File: config.mk
export PLATFORM = sky130hd
export DESIGN_NAME = serial_adder_flat
export DESIGN_NICKNAME = d
export VERILOG_FILES = /design/src/rtl/serial_adder_if.sv /design/src/rtl/serial_adder.sv /design/src/flat_wrapper.sv
export SDC_FILE = /design/constraint.sdc
export NUM_CORES = 1
export LEC_CHECK = 0
export ABC_AREA = 1
export CAP_MARGIN = 30
export CORE_ASPECT_RATIO = 1.4
export CORE_MARGIN = 2
export CORE_UTILIZATION = 51
export CTS_CLUSTER_DIAMETER = 150
export DETAILED_ROUTE_END_ITERATION = 8
export MAX_ROUTING_LAYER = met4
export PLACE_DENSITY = 0.82
export SYNTH_ARGS = -nofsm -noshare
export SYNTH_HDL_FRONTEND = slang
export SYNTH_SLANG_ARGS = --single-unit
File: constraint.sdc
create_clock -name CLK -period 2 [get_ports CLK]
set_input_delay 0.6 -clock CLK [delete_from_list [all_inputs] [get_ports CLK]]
set_output_delay 0.6 -clock CLK [all_outputs]
set_load 0.01 [all_outputs]
File: src/rtl/serial_adder_if.sv
// Handshake and operand/result bundle for serial_adder.
// The master drives the request; the slave (the adder) returns the result.
interface serial_adder_if #(
    parameter int unsigned WIDTH = 8
);
    logic             START;
    logic             SUB;
    logic [WIDTH-1:0] A;
    logic [WIDTH-1:0] B;
    logic [WIDTH-1:0] SUM;
    logic             C_OUT;
    logic             OVF;
    logic             BUSY;
    logic             DONE;

    modport master (
        output START, SUB, A, B,
        input  SUM, C_OUT, OVF, BUSY, DONE
    );

    modport slave (
        input  START, SUB, A, B,
        output SUM, C_OUT, OVF, BUSY, DONE
    );
endinterface

File: src/rtl/serial_adder.sv
// Chunk-serial add/subtract with START/BUSY/DONE handshake, CHUNK bits per clock.
// Optional signed saturation of SUM on overflow: define SERIAL_ADDER_SAT_EN.
module serial_adder #(
    parameter int unsigned WIDTH = 8,
    parameter int unsigned CHUNK = 2
) (
    input  logic          CLK,
    input  logic          RST,
    serial_adder_if.slave bus
);
    localparam int unsigned N     = WIDTH / CHUNK;
    localparam int unsigned CNT_W = (N > 1) ? $clog2(N) : 1;

    if (WIDTH < 2 || CHUNK < 1 || CHUNK > WIDTH || (WIDTH % CHUNK) != 0) begin : g_param_check
        $error("serial_adder: WIDTH must be >= 2 and CHUNK must divide WIDTH");
    end
    if ($bits(bus.A) != WIDTH) begin : g_if_check
        $error("serial_adder: interface WIDTH does not match module WIDTH");
    end

    typedef enum logic [1:0] {
        ST_IDLE,
        ST_RUN,
        ST_DONE
    } state_t;

    state_t             state, state_next;
    logic [WIDTH-1:0]   a_reg, a_next;
    logic [WIDTH-1:0]   b_reg, b_next;
    logic               carry_reg, carry_next;
    logic [WIDTH-1:0]   acc_reg, acc_next;
    logic [CNT_W-1:0]   cnt, cnt_next;
    logic [WIDTH-1:0]   sum_reg, sum_next;
    logic               c_out_reg, c_out_next;
    logic               ovf_reg, ovf_next;

    logic [CHUNK-1:0]   chunk_sum;
    logic               chunk_carry;
    logic               c_msb_in;
    logic               ripple_c;
    logic [WIDTH-1:0]   acc_shift;
    logic [WIDTH-1:0]   result;
    logic               last_chunk;

    always_ff @(posedge CLK) begin
        if (RST) begin
            state     <= ST_IDLE;
            a_reg     <= '0;
            b_reg     <= '0;
            carry_reg <= 1'b0;
            acc_reg   <= '0;
            cnt       <= '0;
            sum_reg   <= '0;
            c_out_reg <= 1'b0;
            ovf_reg   <= 1'b0;
        end else begin
            state     <= state_next;
            a_reg     <= a_next;
            b_reg     <= b_next;
            carry_reg <= carry_next;
            acc_reg   <= acc_next;
            cnt       <= cnt_next;
            sum_reg   <= sum_next;
            c_out_reg <= c_out_next;
            ovf_reg   <= ovf_next;
        end
    end

    // Bit-level ripple inside the chunk so the carry into the MSB is visible for OVF.
    always_comb begin
        chunk_sum = '0;
        c_msb_in  = 1'b0;
        ripple_c  = carry_reg;
        for (int unsigned i = 0; i < CHUNK; i++) begin
            chunk_sum[i] = a_reg[i] ^ b_reg[i] ^ ripple_c;
            c_msb_in     = ripple_c;
            ripple_c     = (a_reg[i] & b_reg[i]) | (ripple_c & (a_reg[i] ^ b_reg[i]));
        end
        chunk_carry = ripple_c;
    end

    // New chunk enters at the top; after N chunks the LSB chunk has reached bit 0.
    assign acc_shift  = (acc_reg >> CHUNK) | (WIDTH'(chunk_sum) << (WIDTH - CHUNK));
    assign last_chunk = (cnt == CNT_W'(N - 1));

    always_comb begin
        result = acc_shift;
`ifdef SERIAL_ADDER_SAT_EN
        if (c_msb_in ^ chunk_carry) begin
            result = acc_shift[WIDTH-1] ? {1'b0, {(WIDTH-1){1'b1}}}
                                        : {1'b1, {(WIDTH-1){1'b0}}};
        end
`endif
    end

    always_comb begin
        state_next = state;
        a_next     = a_reg;
        b_next     = b_reg;
        carry_next = carry_reg;
        acc_next   = acc_reg;
        cnt_next   = cnt;
        sum_next   = sum_reg;
        c_out_next = c_out_reg;
        ovf_next   = ovf_reg;

        case (state)
            ST_IDLE, ST_DONE: begin
                if (bus.START) begin
                    a_next     = bus.A;
                    b_next     = bus.SUB ? ~bus.B : bus.B;
                    carry_next = bus.SUB;
                    acc_next   = '0;
                    cnt_next   = '0;
                    state_next = ST_RUN;
                end
            end
            ST_RUN: begin
                a_next     = a_reg >> CHUNK;
                b_next     = b_reg >> CHUNK;
                carry_next = chunk_carry;
                acc_next   = acc_shift;
                cnt_next   = cnt + CNT_W'(1);
                if (last_chunk) begin
                    sum_next   = result;
                    c_out_next = chunk_carry;
                    ovf_next   = c_msb_in ^ chunk_carry;
                    state_next = ST_DONE;
                end
            end
            default: state_next = ST_IDLE;
        endcase
    end

    assign bus.SUM   = sum_reg;
    assign bus.C_OUT = c_out_reg;
    assign bus.OVF   = ovf_reg;
    assign bus.BUSY  = (state == ST_RUN);
    assign bus.DONE  = (state == ST_DONE);
endmodule

File: src/flat_wrapper.sv
// flat-port wrapper written by rule: the top's interface ports become plain ports
module serial_adder_flat 
#(
    parameter int unsigned WIDTH = 8,
    parameter int unsigned CHUNK = 2
)
  (CLK, RST, bus_START, bus_SUB, bus_A, bus_B, bus_SUM, bus_C_OUT, bus_OVF, bus_BUSY, bus_DONE);
  serial_adder_if #(.WIDTH(WIDTH)) bus_i ();
  input  logic CLK;
  input  logic RST;
  input wire logic [$bits(bus_i.START)-1:0] bus_START;
  input wire logic [$bits(bus_i.SUB)-1:0] bus_SUB;
  input wire logic [$bits(bus_i.A)-1:0] bus_A;
  input wire logic [$bits(bus_i.B)-1:0] bus_B;
  output wire logic [$bits(bus_i.SUM)-1:0] bus_SUM;
  output wire logic [$bits(bus_i.C_OUT)-1:0] bus_C_OUT;
  output wire logic [$bits(bus_i.OVF)-1:0] bus_OVF;
  output wire logic [$bits(bus_i.BUSY)-1:0] bus_BUSY;
  output wire logic [$bits(bus_i.DONE)-1:0] bus_DONE;
  assign bus_i.START = bus_START;
  assign bus_i.SUB = bus_SUB;
  assign bus_i.A = bus_A;
  assign bus_i.B = bus_B;
  assign bus_SUM = bus_i.SUM;
  assign bus_C_OUT = bus_i.C_OUT;
  assign bus_OVF = bus_i.OVF;
  assign bus_BUSY = bus_i.BUSY;
  assign bus_DONE = bus_i.DONE;
  serial_adder #(.WIDTH(WIDTH), .CHUNK(CHUNK)) u_core (.CLK(CLK), .RST(RST), .bus(bus_i));
endmodule
==> results of run 1 <==
## logic make-up after synthesis
logic type	Yosys count	synth area share [%]
AOI/OAI and AO/OA	32	9.548
xor gates and xnor gates	3	1.531
adders and majority gates	3	3.061
buffers and inverters	45	12.32
DFF	37	43.15
and+or+nand+nor	123	30.39
## layout make-up
cell class,count,area (sq um)
fill,279,1006
tap,39,48.80
clock inverter,1,7.507
sequential,37,742.0
clock buffer,6,82.58
multi-input combinational,161,764.5
inverter,35,136.4
timing repair buffer,37,365.4
## power groups by stage
stage | clock [mW] | combinational (mW) | sequential [mW]
floorplan | 0 | 0.159 | 0.802
global placement | 0 | 0.229 | 0.806
detailed placement | 0 | 0.233 | 0.807
CTS | 0.534 | 0.235 | 0.790
global route | 0.562 | 0.263 | 0.795
finish | 0.523 | 0.232 | 0.791
## repair_timing
item / CTS / global route
endpoints found under the setup margin: 2 / 0
resized for setup: 3 / 0
hold buffers: 0 / 0
buffers inserted: 0 / 0
## worst max-delay path: cells and delay by family (launching register included)
family                 cells  cell delay [ns]
buffers and inverters      2             0.38
flip-flops                 1             0.39
AND/OR/NAND/NOR            1             0.12
## placed cells by master, fill, tap and decap left out, drive strengths merged
cell type	Yosys	routed
o21ai	4	4
nor2	10	10
dfxtp	37	37
buf	8	6
fa	2	2
nand2	97	97
ha	1	1
a21oi	28	28
xor2	3	3
clkbuf	2	6
nand3	16	16
clkinvlp	0	1
clkinv	1	1
clkdlybuf4s50	0	29
inv	34	34
dlygate4sd2	0	2
## layer usage
layer	wire [microns]	part of all wire (%)	global-route usage, %
met2	1839	51	36.67
met4	68	1.9	9.972
met1	1516	42	25.00
met3	195	5.4	5.738
met5	0	0	-
## worst max-delay path by stage
stage | slack (ns) | from | cells past startpoint | end
finish | 0.22 | u_core.state[1] | 3 | bus_DONE
global route | 0.15 | u_core.state[1] | 3 | bus_DONE
CTS | 0.21 | u_core.state[1] | 3 | bus_DONE
detailed placement | 0.16 | bus_START | 8 | u_core.a_reg[4]
global placement | 0.19 | bus_START | 8 | u_core.a_reg[1]
floorplan | 0.37 | u_core.carry_reg | 6 | u_core.bus.OVF
==> reports/summary.txt, run 1 <==
antenna violations before repair: 0
Critical Path RT: 1.40 ns
Max Root-Sink Buffers: 2
EDFF count, synth: 0
leading area contributor after synthesis: dfxtp_1
Hold WS: 0.4602 ns
initial core utilization: 54.44%
antenna-violating nets left: 0
Num CTS Buffers: 5
most frequent cell after synthesis: nand2_1
top cells by count, synth: nand2_1, dfxtp_1, inv_1, a21oi_1, nand3_1
cell-internal power: 1.143 mW
Crit-path slowest cell: dfxtp_1
post-synthesis sequential area ratio: 43.15%
FF-to-FF path depth: 6
Lkg Pwr: 0.9531 nW
Post-synth top flop: dfxtp_1
final worst slack: 0.2219 ns
num ports: 32
Clock transition at path regs: 0.07 ns
synth warn: 0
detailed-route DRC error count: 0
Comb pwr share: 15.0%
placed insts: 309
vias: 1532
result of the run: completed
Tot GR Track Use: 22.30%
clock root cell: clkbuf_8
area share of the largest cell type after synthesis: 43.15%
Min-Delay Path Depth: 1
layout net count: 300
Synth area leaders: dfxtp_1, nand2_1, a21oi_1, inv_1, nand3_1
max_cap viols: 0
Max Freq: 562.4 MHz
Worst Tran Pin Value: 0.3572 ns
slowest stage delay, CP: 0.39 ns
global-route wire length before repair: 6.189 mm
Async S/R FF share, synth: 0%
largest net degree at the start of global routing: 23
Post-DP Area: 2058 sq um
Skew-Pair Late Insertion Delay: 0.28 ns
die area: 3853 sq um
worst flop-to-flop path startpoint: u_core.carry_reg
switching power: 402.2 uW
number of port buffers: 31
cell area after layout: 2147 sq um
r2r setup slk: 0.24 ns
fin. max-slew vios: 0
Synth Register Bits: 37
final std cells w/o fill: 316
worst-path cell chain: inv_1, nor2_1, dlygate4sd2_1
worst rel slew slack: 76.16%
vias per cell: 4.848
CP Class: reg2out
Die Y: 72.65 microns
total grt overflow: 0
CTS HTree Levels: 2
PD cells: 719.8 nW/um^2
count of cell types in the netlist: 24
post-layout utilization of the core: 68.10%
GPL Wtd Cong: 0.7898
Die Width: 53.04 microns
unrepaired setup endpoints after global routing: false
Worst Path Max Fanout: 2
Post-Place Setup Slack: 0.1604 ns
Core Area: 3153 sq um
Final Power: 1.546 mW
initial drt markers: 27
minimum clock period: 1.778 ns
Critical R2R Capture: u_core.bus.OVF
clock network fraction of total power: 33.8%
crit start category: flop
Final Hold Viols: 0
Clock Skew: 0.007156 ns
setup tns final: 0 ns
final setup fails: 0
Final period util: 88.90%
final WL: 3.619 mm
layout cell share with drive strength beyond 1: 9.025%
synthesized cell area: 1717 sq um
Switching Share: 26.02%
Seq pwr share: 51.2%
dpl hpwl: 2.566 mm
synthesized net count: 266
synth-to-layout area growth: 25.07%
ANT cells: 0
Syn Area/Cell: 7.064 sq um
hold endpoint: u_core.cnt[0]
Cell Rows: 24
Worst VDD drop: 0.7358 mV
Initial DRT Pass Iterations: 4
cells after synthesis: 243
CP Capture Type: output port
TritonCTS clock tree: done
critical path arrival: 1.18 ns
worst hold path class: reg2reg
vias in the first global route: 1477
Wirelength per Cell: 11.45 microns
beginning of the worst hold path: u_core.cnt[0]
TritonCTS Sinks: 37
Note: power is estimated with default switching activity, not from simulation.
==> run 2, diff against run 1 <==
Clock period 2 ns to 1.9 ns, I/O delays scaled along.
==> run 2 against run 1 <==
  * Sequential power rose by 5.3%
  * Design area increased by 1.3%
  * Hold slack improved by 0.0030 ns
  * Power increased by 8.8%
  * Worst setup slack got worse by 0.059 ns
  * Critical path depth unchanged
  * Die area stayed put
  * Cell count up 0.95%
  * Routed wire length up 3.3%
  * Combinational power grew 7%
  * Critical endpoint unchanged
==> reports/summary.txt, run 2 (same netlist as run 1, synthesis figures left out) <==
clock root cell: clkbuf_8
GPL Wtd Cong: 0.7979
vias in the first global route: 1410
detailed-route DRC error count: 0
Clock Skew: 0.006153 ns
commonest non-fill, non-tap cells in the layout: nand2_1, dfxtp_1, inv_1
worst hold path class: reg2reg
CP Class: reg2out
layout cell share with drive strength beyond 1: 10.00%
critical path arrival: 1.17 ns
antenna violations before repair: 0
CTS HTree Levels: 2
TritonCTS Sinks: 37
vias per cell: 4.918
die area: 3853 sq um
initial drt markers: 34
number of port buffers: 31
Max Freq: 575.8 MHz
dpl hpwl: 2.601 mm
minimum clock period: 1.737 ns
result of the run: completed
Lkg Pwr: 0.9740 nW
antenna-violating nets left: 0
total grt overflow: 0
synth-to-layout area growth: 26.75%
ANT cells: 0
cell-internal power: 1.247 mW
CTS resizes: 4
Tot GR Track Use: 21.15%
Comb pwr share: 14.8%
FF-to-FF path depth: 6
Num CTS Buffers: 5
fin. max-slew vios: 0
worst-path cell chain: inv_1, nor2_1, dlygate4sd2_1
CP Capture Type: output port
Final period util: 91.41%
leading cell type in the layout, fill and taps excluded: nand2_1
Switching Share: 25.86%
Initial DRT Pass Iterations: 4
Min-Delay Path Depth: 2
clock network fraction of total power: 35.7%
final worst slack: 0.1632 ns
TritonCTS clock tree: done
number of hold buffers added after CTS: 0
Cell Rows: 24
switching power: 434.9 uW
Die Width: 53.04 microns
initial core utilization: 54.44%
worst rel slew slack: 75.86%
setup tns final: 0 ns
Skew-Pair Late Insertion Delay: 0.29 ns
unrepaired setup endpoints after global routing: false
max_cap viols: 0
Max Root-Sink Buffers: 2
crit start category: flop
Crit-path slowest cell: dfxtp_1
PD cells: 772.9 nW/um^2
Worst VDD drop: 0.5659 mV
Core Area: 3153 sq um
slowest stage delay, CP: 0.37 ns
Seq pwr share: 49.5%
largest net degree at the start of global routing: 23
postcts setup bufs: 0
layout net count: 302
Post-Place Setup Slack: 0.1282 ns
num ports: 32
Worst Tran Pin Value: 0.3617 ns
Worst Path Max Fanout: 2
Final Hold Viols: 0
global-route wire length before repair: 5.892 mm
final WL: 3.740 mm
final setup fails: 0
vias: 1569
Clock transition at path regs: 0.07 ns
Die Y: 72.65 microns
Critical Path RT: 1.33 ns
Wirelength per Cell: 11.72 microns
-- run 2: cell count changes in the layout (fill, tap and decap cells not counted) --
cell        change
buf_4           +2
clkinvlp_4      -1
clkinv_2        +1
dfxtp_4         +1
clkbuf_8        +1
dfxtp_2         -1
-- run 2: path summary, 6_finish.rpt --
| kind | from | slack [ns] | end |
|---|---|---|---|
| setup / recovery | u_core.state[1] | 0.16 | bus_DONE |
| hold / removal | u_core.bus.SUM[7] | 0.46 | u_core.bus.SUM[7] |
| setup reg to reg | u_core.carry_reg | 0.17 | u_core.bus.OVF |
| hold reg to reg | u_core.bus.SUM[7] | 0.46 | u_core.bus.SUM[7] |
-- run 2: critical path: cells and delay by family, from the launching register on --
kind | cells | cell delay [ns]
buffers and inverters | 2 | 0.38
DFF | 1 | 0.37
and+or+nand+nor | 1 | 0.13
-- run 2: cell type report --
type	count	area (sq um)
fill	269	977.2
multi-input combinational	161	764.5
sequential	37	744.5
timing repair buffer	39	380.4
inverter	35	136.4
clock buffer	7	96.34
tap	39	48.80
clock inverter	1	5.005
-- run 2: power by group through the flow --
stage | Sequential (mW) | Combinational [mW] | Clock [mW]
2_1_floorplan | 0.844 | 0.167 | 0
3_3_place_gp | 0.849 | 0.241 | 0
3_5_place_dp | 0.850 | 0.246 | 0
4_1_cts | 0.832 | 0.249 | 0.608
5_1_grt | 0.836 | 0.274 | 0.644
6_report | 0.833 | 0.249 | 0.600
-- run 2: layer usage --
layer  share of wire [%]  vias to the layer above  global-route usage [%]
li1                    -                      805                       -
met1                  44                      721                   23.88
met2                  48                       34                   34.72
met3                 4.8                        9                   4.303
met4                 2.4                        0                   10.83
met5                   0                        -                       -
-- run 2: per-stage QoR --
step / power (mW) / instances / hold slack, ns / util (%) / instance area [sq um]
after floorplan: 1.011 / 243 / 0.4306 / - / 1717
final: 1.682 / 319 / 0.4632 / 69.01 / 2176
after detailed placement: 1.096 / 311 / 0.4549 / 65.75 / 2073
after global routing: 1.754 / 319 / 0.4838 / 69.01 / 2176
after CTS: 1.689 / 319 / 0.4658 / 69.01 / 2176
after global placement: 1.091 / 311 / 0.4493 / 65.75 / 2073
